File: src/rtl/pe2_controller_pkg.sv
// rtl/pe2_controller_pkg.sv - shared types and constants for the PE2 controller (PE2_CTRL_PERF_EN adds STALL_W)
package pe2_ctrl_pkg;

    localparam int NUM_PE        = 4;
    localparam int NUM_TAPS      = 16;
    localparam int BEATS_PER_WIN = NUM_PE * NUM_TAPS;
    localparam int BEAT_W        = $clog2(BEATS_PER_WIN);
    localparam int TAP_W         = $clog2(NUM_TAPS);
`ifdef PE2_CTRL_PERF_EN
    localparam int STALL_W       = 16;
`endif

    typedef enum logic [2:0] {
        IDLE,
        INIT,
        LOAD,
        CLR,
        MAC,
        WAIT,
        STORE,
        DONE
    } state_e;

    typedef logic [NUM_PE-1:0][NUM_TAPS-1:0] en1_t;

endpackage

File: src/rtl/pe2_controller_if.sv
// rtl/pe2_controller_if.sv - CNN-controller/PE2 control bundle (PE2_CTRL_PERF_EN adds stall_cnt)
import pe2_ctrl_pkg::*;

interface pe2_controller_if;
    logic             start;
    logic             busy;
    logic             done;
    logic             load_valid;
    logic             load_ready;
    logic [TAP_W-1:0] sel;
    logic             en0;
    logic             rst0;
    en1_t             en1;
    logic             en2;
    logic             en3;
    logic             rst3;
    logic             cout3;
`ifdef PE2_CTRL_PERF_EN
    logic [STALL_W-1:0] stall_cnt;
`endif

    modport master (
        output start, load_valid, cout3,
        input  busy, done, load_ready, sel, en0, rst0, en1, en2, en3, rst3
`ifdef PE2_CTRL_PERF_EN
        , stall_cnt
`endif
    );

    modport slave (
        input  start, load_valid, cout3,
        output busy, done, load_ready, sel, en0, rst0, en1, en2, en3, rst3
`ifdef PE2_CTRL_PERF_EN
        , stall_cnt
`endif
    );
endinterface

File: src/rtl/pe2_controller_load_sequencer.sv
// rtl/pe2_controller_load_sequencer.sv - beat counter and one-hot PE buffer write-enable decoder
module pe2_load_sequencer
    import pe2_ctrl_pkg::*;
(
    input  logic clk,
    input  logic rst,
    input  logic clear_i,
    input  logic accept_i,
    output en1_t en1_o,
    output logic last_beat_o
);

    logic [BEAT_W-1:0] beat_q, beat_d;

    assign last_beat_o = (beat_q == BEAT_W'(BEATS_PER_WIN - 1));

    always_comb begin
        beat_d = beat_q;
        if (clear_i) begin
            beat_d = '0;
        end else if (accept_i) begin
            beat_d = last_beat_o ? '0 : beat_q + 1'b1;
        end
    end

    // Upper beat bits pick the PE, lower bits pick the buffer entry.
    always_comb begin
        en1_o = '0;
        if (accept_i) begin
            en1_o[beat_q[BEAT_W-1:TAP_W]][beat_q[TAP_W-1:0]] = 1'b1;
        end
    end

    always_ff @(posedge clk or posedge rst) begin
        if (rst) begin
            beat_q <= '0;
        end else begin
            beat_q <= beat_d;
        end
    end

endmodule

File: src/rtl/pe2_controller.sv
// rtl/pe2_controller.sv - PE2 run sequencer: load, clear, MAC sweep, store per window
// Optional stall counter output enabled by PE2_CTRL_PERF_EN.
module pe2_controller
    import pe2_ctrl_pkg::*;
(
    input  logic            clk,
    input  logic            rst,
    pe2_controller_if.slave ctrl_if
);

    state_e           state_q, state_d;
    logic [TAP_W-1:0] tap_q, tap_d;
    logic             accept;
    logic             last_beat;
    en1_t             en1;

    assign accept = (state_q == LOAD) && ctrl_if.load_valid;

    pe2_load_sequencer u_load_seq (
        .clk         (clk),
        .rst         (rst),
        .clear_i     (state_q == INIT),
        .accept_i    (accept),
        .en1_o       (en1),
        .last_beat_o (last_beat)
    );

    always_comb begin
        state_d = state_q;
        tap_d   = tap_q;
        case (state_q)
            IDLE:  if (ctrl_if.start) state_d = INIT;
            INIT:  state_d = LOAD;
            LOAD:  if (accept && last_beat) state_d = CLR;
            CLR:   state_d = MAC;
            MAC: begin
                if (tap_q == TAP_W'(NUM_TAPS - 1)) begin
                    tap_d   = '0;
                    state_d = WAIT;
                end else begin
                    tap_d = tap_q + 1'b1;
                end
            end
            WAIT:  state_d = STORE;
            // cout3 reflects the count before this cycle's en3 lands.
            STORE: state_d = ctrl_if.cout3 ? DONE : LOAD;
            DONE:  state_d = IDLE;
            default: state_d = IDLE;
        endcase
    end

    always_ff @(posedge clk or posedge rst) begin
        if (rst) begin
            state_q <= IDLE;
            tap_q   <= '0;
        end else begin
            state_q <= state_d;
            tap_q   <= tap_d;
        end
    end

    assign ctrl_if.busy       = (state_q != IDLE);
    assign ctrl_if.done       = (state_q == DONE);
    assign ctrl_if.load_ready = (state_q == LOAD);
    assign ctrl_if.rst3       = (state_q == INIT);
    assign ctrl_if.rst0       = (state_q == CLR);
    assign ctrl_if.en0        = (state_q == MAC);
    assign ctrl_if.sel        = (state_q == MAC) ? tap_q : '0;
    assign ctrl_if.en1        = en1;
    assign ctrl_if.en2        = (state_q == STORE);
    assign ctrl_if.en3        = (state_q == STORE);

`ifdef PE2_CTRL_PERF_EN
    logic [STALL_W-1:0] stall_q, stall_d;

    always_comb begin
        stall_d = stall_q;
        if (state_q == INIT) begin
            stall_d = '0;
        end else if ((state_q == LOAD) && !ctrl_if.load_valid && (stall_q != '1)) begin
            stall_d = stall_q + 1'b1;
        end
    end

    always_ff @(posedge clk or posedge rst) begin
        if (rst) begin
            stall_q <= '0;
        end else begin
            stall_q <= stall_d;
        end
    end

    assign ctrl_if.stall_cnt = stall_q;
`endif

endmodule

File: src/flat_wrapper.sv
// flat-port wrapper written by rule: the top's interface ports become plain ports
module pe2_controller_flat import pe2_ctrl_pkg::*;
  (clk, rst, ctrl_if_start, ctrl_if_load_valid, ctrl_if_cout3, ctrl_if_busy, ctrl_if_done, ctrl_if_load_ready, ctrl_if_sel, ctrl_if_en0, ctrl_if_rst0, ctrl_if_en1, ctrl_if_en2, ctrl_if_en3, ctrl_if_rst3);
  pe2_controller_if ctrl_if_i ();
  input  logic clk;
  input  logic rst;
  input wire logic [$bits(ctrl_if_i.start)-1:0] ctrl_if_start;
  input wire logic [$bits(ctrl_if_i.load_valid)-1:0] ctrl_if_load_valid;
  input wire logic [$bits(ctrl_if_i.cout3)-1:0] ctrl_if_cout3;
  output wire logic [$bits(ctrl_if_i.busy)-1:0] ctrl_if_busy;
  output wire logic [$bits(ctrl_if_i.done)-1:0] ctrl_if_done;
  output wire logic [$bits(ctrl_if_i.load_ready)-1:0] ctrl_if_load_ready;
  output wire logic [$bits(ctrl_if_i.sel)-1:0] ctrl_if_sel;
  output wire logic [$bits(ctrl_if_i.en0)-1:0] ctrl_if_en0;
  output wire logic [$bits(ctrl_if_i.rst0)-1:0] ctrl_if_rst0;
  output wire logic [$bits(ctrl_if_i.en1)-1:0] ctrl_if_en1;
  output wire logic [$bits(ctrl_if_i.en2)-1:0] ctrl_if_en2;
  output wire logic [$bits(ctrl_if_i.en3)-1:0] ctrl_if_en3;
  output wire logic [$bits(ctrl_if_i.rst3)-1:0] ctrl_if_rst3;
  assign ctrl_if_i.start = ctrl_if_start;
  assign ctrl_if_i.load_valid = ctrl_if_load_valid;
  assign ctrl_if_i.cout3 = ctrl_if_cout3;
  assign ctrl_if_busy = ctrl_if_i.busy;
  assign ctrl_if_done = ctrl_if_i.done;
  assign ctrl_if_load_ready = ctrl_if_i.load_ready;
  assign ctrl_if_sel = ctrl_if_i.sel;
  assign ctrl_if_en0 = ctrl_if_i.en0;
  assign ctrl_if_rst0 = ctrl_if_i.rst0;
  assign ctrl_if_en1 = ctrl_if_i.en1;
  assign ctrl_if_en2 = ctrl_if_i.en2;
  assign ctrl_if_en3 = ctrl_if_i.en3;
  assign ctrl_if_rst3 = ctrl_if_i.rst3;
  pe2_controller u_core (.clk(clk), .rst(rst), .ctrl_if(ctrl_if_i));
endmodule
File: config.mk
export PLATFORM = sky130hd
export DESIGN_NAME = pe2_controller_flat
export DESIGN_NICKNAME = d
export VERILOG_FILES = /design/src/rtl/pe2_controller_pkg.sv /design/src/rtl/pe2_controller_if.sv /design/src/rtl/pe2_controller_load_sequencer.sv /design/src/rtl/pe2_controller.sv /design/src/flat_wrapper.sv
export SDC_FILE = /design/constraint.sdc
export NUM_CORES = 1
export LEC_CHECK = 0
export ABC_AREA = 1
export BUFFER_PORTS_ARGS = -buffer_cell sky130_fd_sc_hd__buf_2
export CAP_MARGIN = 20
export CORE_ASPECT_RATIO = 1.5
export CORE_MARGIN = 5
export CORE_UTILIZATION = 25
export CTS_CLUSTER_SIZE = 10
export DETAILED_ROUTE_END_ITERATION = 7
export GPL_ROUTABILITY_DRIVEN = 0
export PLACE_DENSITY = 0.48
export SLEW_MARGIN = 20
export SYNTH_ARGS = -nofsm -noshare
export SYNTH_HDL_FRONTEND = slang
export SYNTH_SLANG_ARGS = --single-unit
File: constraint.sdc
create_clock -name clk -period 1.6 [get_ports clk]
set_input_delay 0 -clock clk [delete_from_list [all_inputs] [get_ports clk]]
set_output_delay 0 -clock clk [all_outputs]
set_load 0.005 [all_outputs]
# ---- Yosys cells after proc, flatten, opt, wreduce, memory -nomap -nowiden
# Cells that the tools add are included.
dict set report totals {
  reg_bits 13
  latch_bits 0
  ram_bits 0
  rom_bits 0
  in_bits 5
  output_inout_bits 76
  elab_cells 44
  n_memories 0
}
dict set report op_classes {
  add_sub_neg 2
  n_mul 0
  n_div 0
  order_cmp 4
  eq_ne 12
  n_shift 0
  muxes 15
  bitwise 0
  reduce_logical 8
}
# operator n
set op_table {}
lappend op_table {{$mux W64} 1}
lappend op_table {{$demux W16 S2} 1}
lappend op_table {{$pmux W3 S8} 1}
lappend op_table {{$mux W6} 3}
lappend op_table {{$mux W16} 1}
lappend op_table {{$eq A3 B3 Y1 const B} 4}
lappend op_table {{$mux W3} 4}
lappend op_table {{$mux W4} 2}
lappend op_table {{$add A6 B1 Y6 const B} 1}
lappend op_table {{$eq A3 B2 Y1 const B} 2}
lappend op_table {{$eq A6 B6 Y1 const B} 1}
lappend op_table {{$lt A4 B5 Y1 const B} 1}
lappend op_table {{$add A4 B1 Y4 const B} 1}
lappend op_table {{$demux W1 S4} 1}
lappend op_table {{$eq A4 B4 Y1 const B} 1}
lappend op_table {{$ge A4 B1 Y1 const B} 1}
lappend op_table {{$logic_and A1 B1 Y1} 4}
lappend op_table {{$ne A2 B1 Y1 const B} 2}
lappend op_table {{$eq A3 B1 Y1 const B} 1}
lappend op_table {{$logic_not A3 Y1} 1}
lappend op_table {{$lt A2 B3 Y1 const B} 1}
lappend op_table {{$reduce_and A3 Y1} 1}
lappend op_table {{$reduce_bool A3 Y1} 1}
lappend op_table {{$ge A2 B1 Y1 const B} 1}
lappend op_table {{other kinds (3)} 3}

# ---- Logic depth before layout (Yosys ltp)
dict set report logic_depth {
  word_depth 7
  depth_mapped 10
}

# ---- Cells and area by module
# A second synthesis with hierarchy kept.
dict set report hier_totals {
  hier_cells 229
  hier_area_um2 1360.1
}
# module instances cells_each area_per_inst_um2 seq_area_each_um2
set by_module_without_submodules {}
lappend by_module_without_submodules {pe2_load_sequencer 1 149 820.8 150.1}
lappend by_module_without_submodules {pe2_controller 1 80 539.3 175.2}

# ---- Least setup slack after synthesis
# Ideal clock, no wire load.
dict set report synth_timing {
  path_type {reg2reg}
  from {register u_core.state_q[0]}
  to {register u_core.state_q[0]}
  setup_time_ps 117
  t_arrival_ps 1310
  path_slack_ps 173
  path_stages_with_launch 10
  path_buffers 0
  synth_period_minus_slack_ps 1427
  cell_sequence {dfrtp_1 > inv_1 > ha_1 > nand2_2 > nor2_8 > nand2_1 > nand2_2 > nand2_1 > nand2_1 > nand2_1}
}
dict set report synth_via {
  elab_chain_cells 5
}
# item line
set synth_lines {}
lappend synth_lines {{from (decl)} pe2_controller.sv:11} ;# state_e state_q, state_d;
lappend synth_lines {{from (signal assigned)} pe2_controller.sv:57} ;# state_q <= state_d;
lappend synth_lines {{$eq A3 B2 Y1} {pe2_controller.sv:17, pe2_controller.sv:31}}
lappend synth_lines {{$logic_and A1 B1 Y1} pe2_controller.sv:17} ;# assign accept = (state_q == LOAD) && ctrl_if.load_valid;
lappend synth_lines {{$logic_and A1 B1 Y1} pe2_controller.sv:34} ;# LOAD: if (accept && last_beat) state_d = CLR;
lappend synth_lines {{$ne A2 B1 Y1 (no line)} n/a}
lappend synth_lines {{$reduce_and A3 Y1 (no line)} n/a}
# Several ways; a longest one is shown, not always the timed one.
# A chain may end at the register's enable or synchronous reset.

# ---- Worst setup path in the final report
dict set report layout_timing {
  from {register u_core.state_q[0]}
  to {output ctrl_if_en1[33]}
}
dict set report layout_via {
  elab_chain_cells 3
}
# item line
set layout_lines {}
lappend layout_lines {{$eq A3 B2 Y1} pe2_controller.sv:17}
lappend layout_lines {{$logic_and A1 B1 Y1} pe2_controller.sv:17}
lappend layout_lines {{$mux W64} pe2_controller_load_sequencer.sv:29} ;# if (accept_i) begin
lappend layout_lines {{to (decl)} flat_wrapper.sv:16} ;# output wire logic [$bits(ctrl_if_i.en1)-1:0] ctrl_if_en1;
# No other way between the ends.

==> impl_results.md <==
* H-tree levels at 1
* Row cnt at 32
* Most frequent cells in the layout: buf_2 (80), nor2_1 (55), nand2_1 (46)
* Post-layout util at 40.8%
* Hold WC Path Type: in -> reg
* Initial antenna violation count at 0
* Distinct cells, synth at 18
* Post-synthesis sequential area ratio at 24.3%
* Boundary Pins at 81
* HPWL after DPL at 3610 um
* Core area at 0.00516 mm^2
* Port Buffers at 80
* Top cell type's share of synthesized area at 24.3%
* Hold slack final at 0.145 ns
* First-pass GRT wire length at 7710 um
* VDD IR max at 0.718 mV
* Routed wire length at 4860 um
* Sw Ratio at 46.7%
* FILL cells at 571
* Fraction of the cycle the final worst path needs at 102%
* Seq. cell area at 329 um^2
* Layout cells sized above 1 at 46.0%
* DIE WIDTH at 69.8 um
* ANT nets after route at 0
* Commonest non-fill, non-tap cell in the layout: buf_2
* Final WS setup at -0.0289 ns
* CP startpoint kind: register
* Slew headroom at 64.2%
* TritonCTS Sinks at 13
* Worst-path clk slew at 0.06 ns
* Tot GR Track Use at 13.3%
* Area taken by multi-input logic gates at 0.00101 mm^2
* Initial drt markers at 43
* Clock buffer depth at 2
* Max Cap Violations at 0
* Via density at 4.38
* DR DRC count at 0
* Die area at 0.00695 mm^2
* Comb pwr share at 60.9%
* CTS Buf Count at 3
* P_sw at 0.996 mW
* Int Power at 1.14 mW
* Clk_lat worst skew at 0.24 ns
* Setup crit end kind: primary output
* Syn Area/Cell at 6.11 um^2
* Failing checks: setup timing
* Largest net degree at the start of global routing at 14
* Setup repair after global routing missed its margin: yes
* Ant diodes at 0
* Synth area leaders: dfrtp_1 (24%), nor2_1 (23%), nand2_1 (13%)
* Max Freq at 614 MHz
* Clk pwr share at 13.9%
* Synth Cell Area at 0.00134 mm^2
* Max Slew Vio Count at 0
* Grt ovf at 0
* YS warnings at 0
* Final TNS setup at -0.128 ns
* TritonRoute pass-1 iters at 4
* Worst-path maximum fanout at 8
* Worst-margin pin slew at 0.536 ns
* Crit Path Class: reg -> out
* Nets at 330
* Number of global-route vias before repair at 1,628
* Clock period minus worst slack at 1.63 ns
* Fin cells at 383
* Final Hold Vio Count at 0
* Synth area leader: dfrtp_1
* Placed Cells incl. Taps at 369
* Register bit total from synthesis at 13
* Per-cell routed wire length at 12.7 um
* Die Y-Extent at 99.6 um
* DR vias at 1,676
* Status: complete, but fails checks
* Sequential share of power at 25.2%
* PwrDens at 1010 mW/mm^2
* Area added between synthesis and finish at 57.5%
* Worst EP required at 1.60 ns
* Initial Util at 25.9%
* P_leak at 1.14 nW
* Syn_nets at 233
* Final Skew at 0.00401 ns
* Post-synthesis instance total at 219
* Worst EP arrival at 1.63 ns
* TritonCTS clock tree: yes
* Root buf cell: clkbuf_8
* Final setup fails at 14
## final timing paths
check                                               from                                      end  slack, ns  depth (start not counted)
hold reg to reg              u_core.tap_q[3]$_DFFE_PP0N_              u_core.tap_q[3]$_DFFE_PP0N_       0.53                          1
min in group asynchronous                            rst            u_core.state_q[1]$_DFFE_PP0P_       0.34                          3
setup reg to reg           u_core.state_q[0]$_DFFE_PP0P_            u_core.state_q[2]$_DFFE_PP0P_       0.09                          8
setup / recovery           u_core.state_q[0]$_DFFE_PP0P_                          ctrl_if_en1[33]      -0.03                          8
hold / removal                        ctrl_if_load_valid  u_core.u_load_seq.beat_q[1]$_DFFE_PP0P_       0.14                          4
max in group asynchronous                            rst  u_core.u_load_seq.beat_q[5]$_DFFE_PP0P_       0.88                          3
## what timing repair did
action | in CTS | in global routing
pin swaps | 8 | 3
buffers inserted | 4 | 1
hold endpoints to repair | 13 | 0
hold buffers | 1 | 0
gates cloned | 4 | 0
gates resized for setup | 14 | 31
endpoints found under the setup margin | 63 | 66
## per-layer routing
layer / part of all wire (%) / wire length (um) / vias to the layer above / GRT usage, %
met3: 6.7 / 324 / 6 / 3.03
met4: 1.2 / 57 / 0 / 3.10
met2: 54 / 2620 / 62 / 25.8
met1: 38 / 1870 / 748 / 14.6
met5: 0 / 0 / - / 0
li1: - / - / 860 / -
## cells in the mapped netlist
master,n
nand2_2,4
nand3_4,4
ha_1,9
nand3_1,14
o22ai_1,1
a21oi_1,2
buf_6,4
nand2_1,47
inv_2,1
xor2_1,2
nor2_8,1
buf_4,1
nor2_1,81
o21ai_0,4
inv_1,28
dfrtp_1,13
nand3b_1,2
buf_2,1
## registers in the layout (all words and copies together) (netlist names)
| register | flops |
|---|---|
| u_core.state_q | 3 |
| u_core.tap_q | 4 |
| u_core.u_load_seq.beat_q | 6 |
## power groups by stage
stage / Sequential (mW) / Clock (mW) / Combinational, mW
after floorplan: 0.516 / 0 / 0.761
after global placement: 0.536 / 0 / 1.15
after detailed placement: 0.533 / 0 / 1.14
after CTS: 0.539 / 0.307 / 1.28
after global routing: 0.552 / 0.336 / 1.45
final: 0.537 / 0.297 / 1.30
## layout make-up
type | count | area share (%)
Timing Repair Buffer | 94 | 24.9
Tap cell | 68 | 4.04
Multi-Input combinational cell | 175 | 48.0
Sequential cell | 13 | 15.6
Inverter | 29 | 5.34
Clock buffer | 4 | 2.14
## cells by family after synthesis
group	after synthesis	share of synthesized area (%)
xor+xnor	2	1.31
simple gates	153	50.8
fa+ha+maj	9	8.41
compound gates	7	2.71
buf+inv	35	12.4
flops	13	24.3
## critical path: stages (launching register included)
cell	delay, ns
dfrtp_1	0.39
inv_2	0.09
ha_4	0.15
nand2_4	0.06
nor2_8	0.13
buf_12	0.15
nand3_4	0.15
nor2_1	0.14
buf_2	0.13
## metrics by stage
step	total power, mW	setup WS [ns]	instance area, um^2
2_1_floorplan	1.28	0.173	1340
3_3_place_gp	1.68	0.135	1830
3_5_place_dp	1.67	0.0908	1830
4_1_cts	2.13	-0.00713	2020
5_1_grt	2.34	-0.105	2110
6_report	2.13	-0.0289	2110
(Power assumes the default switching activity.)
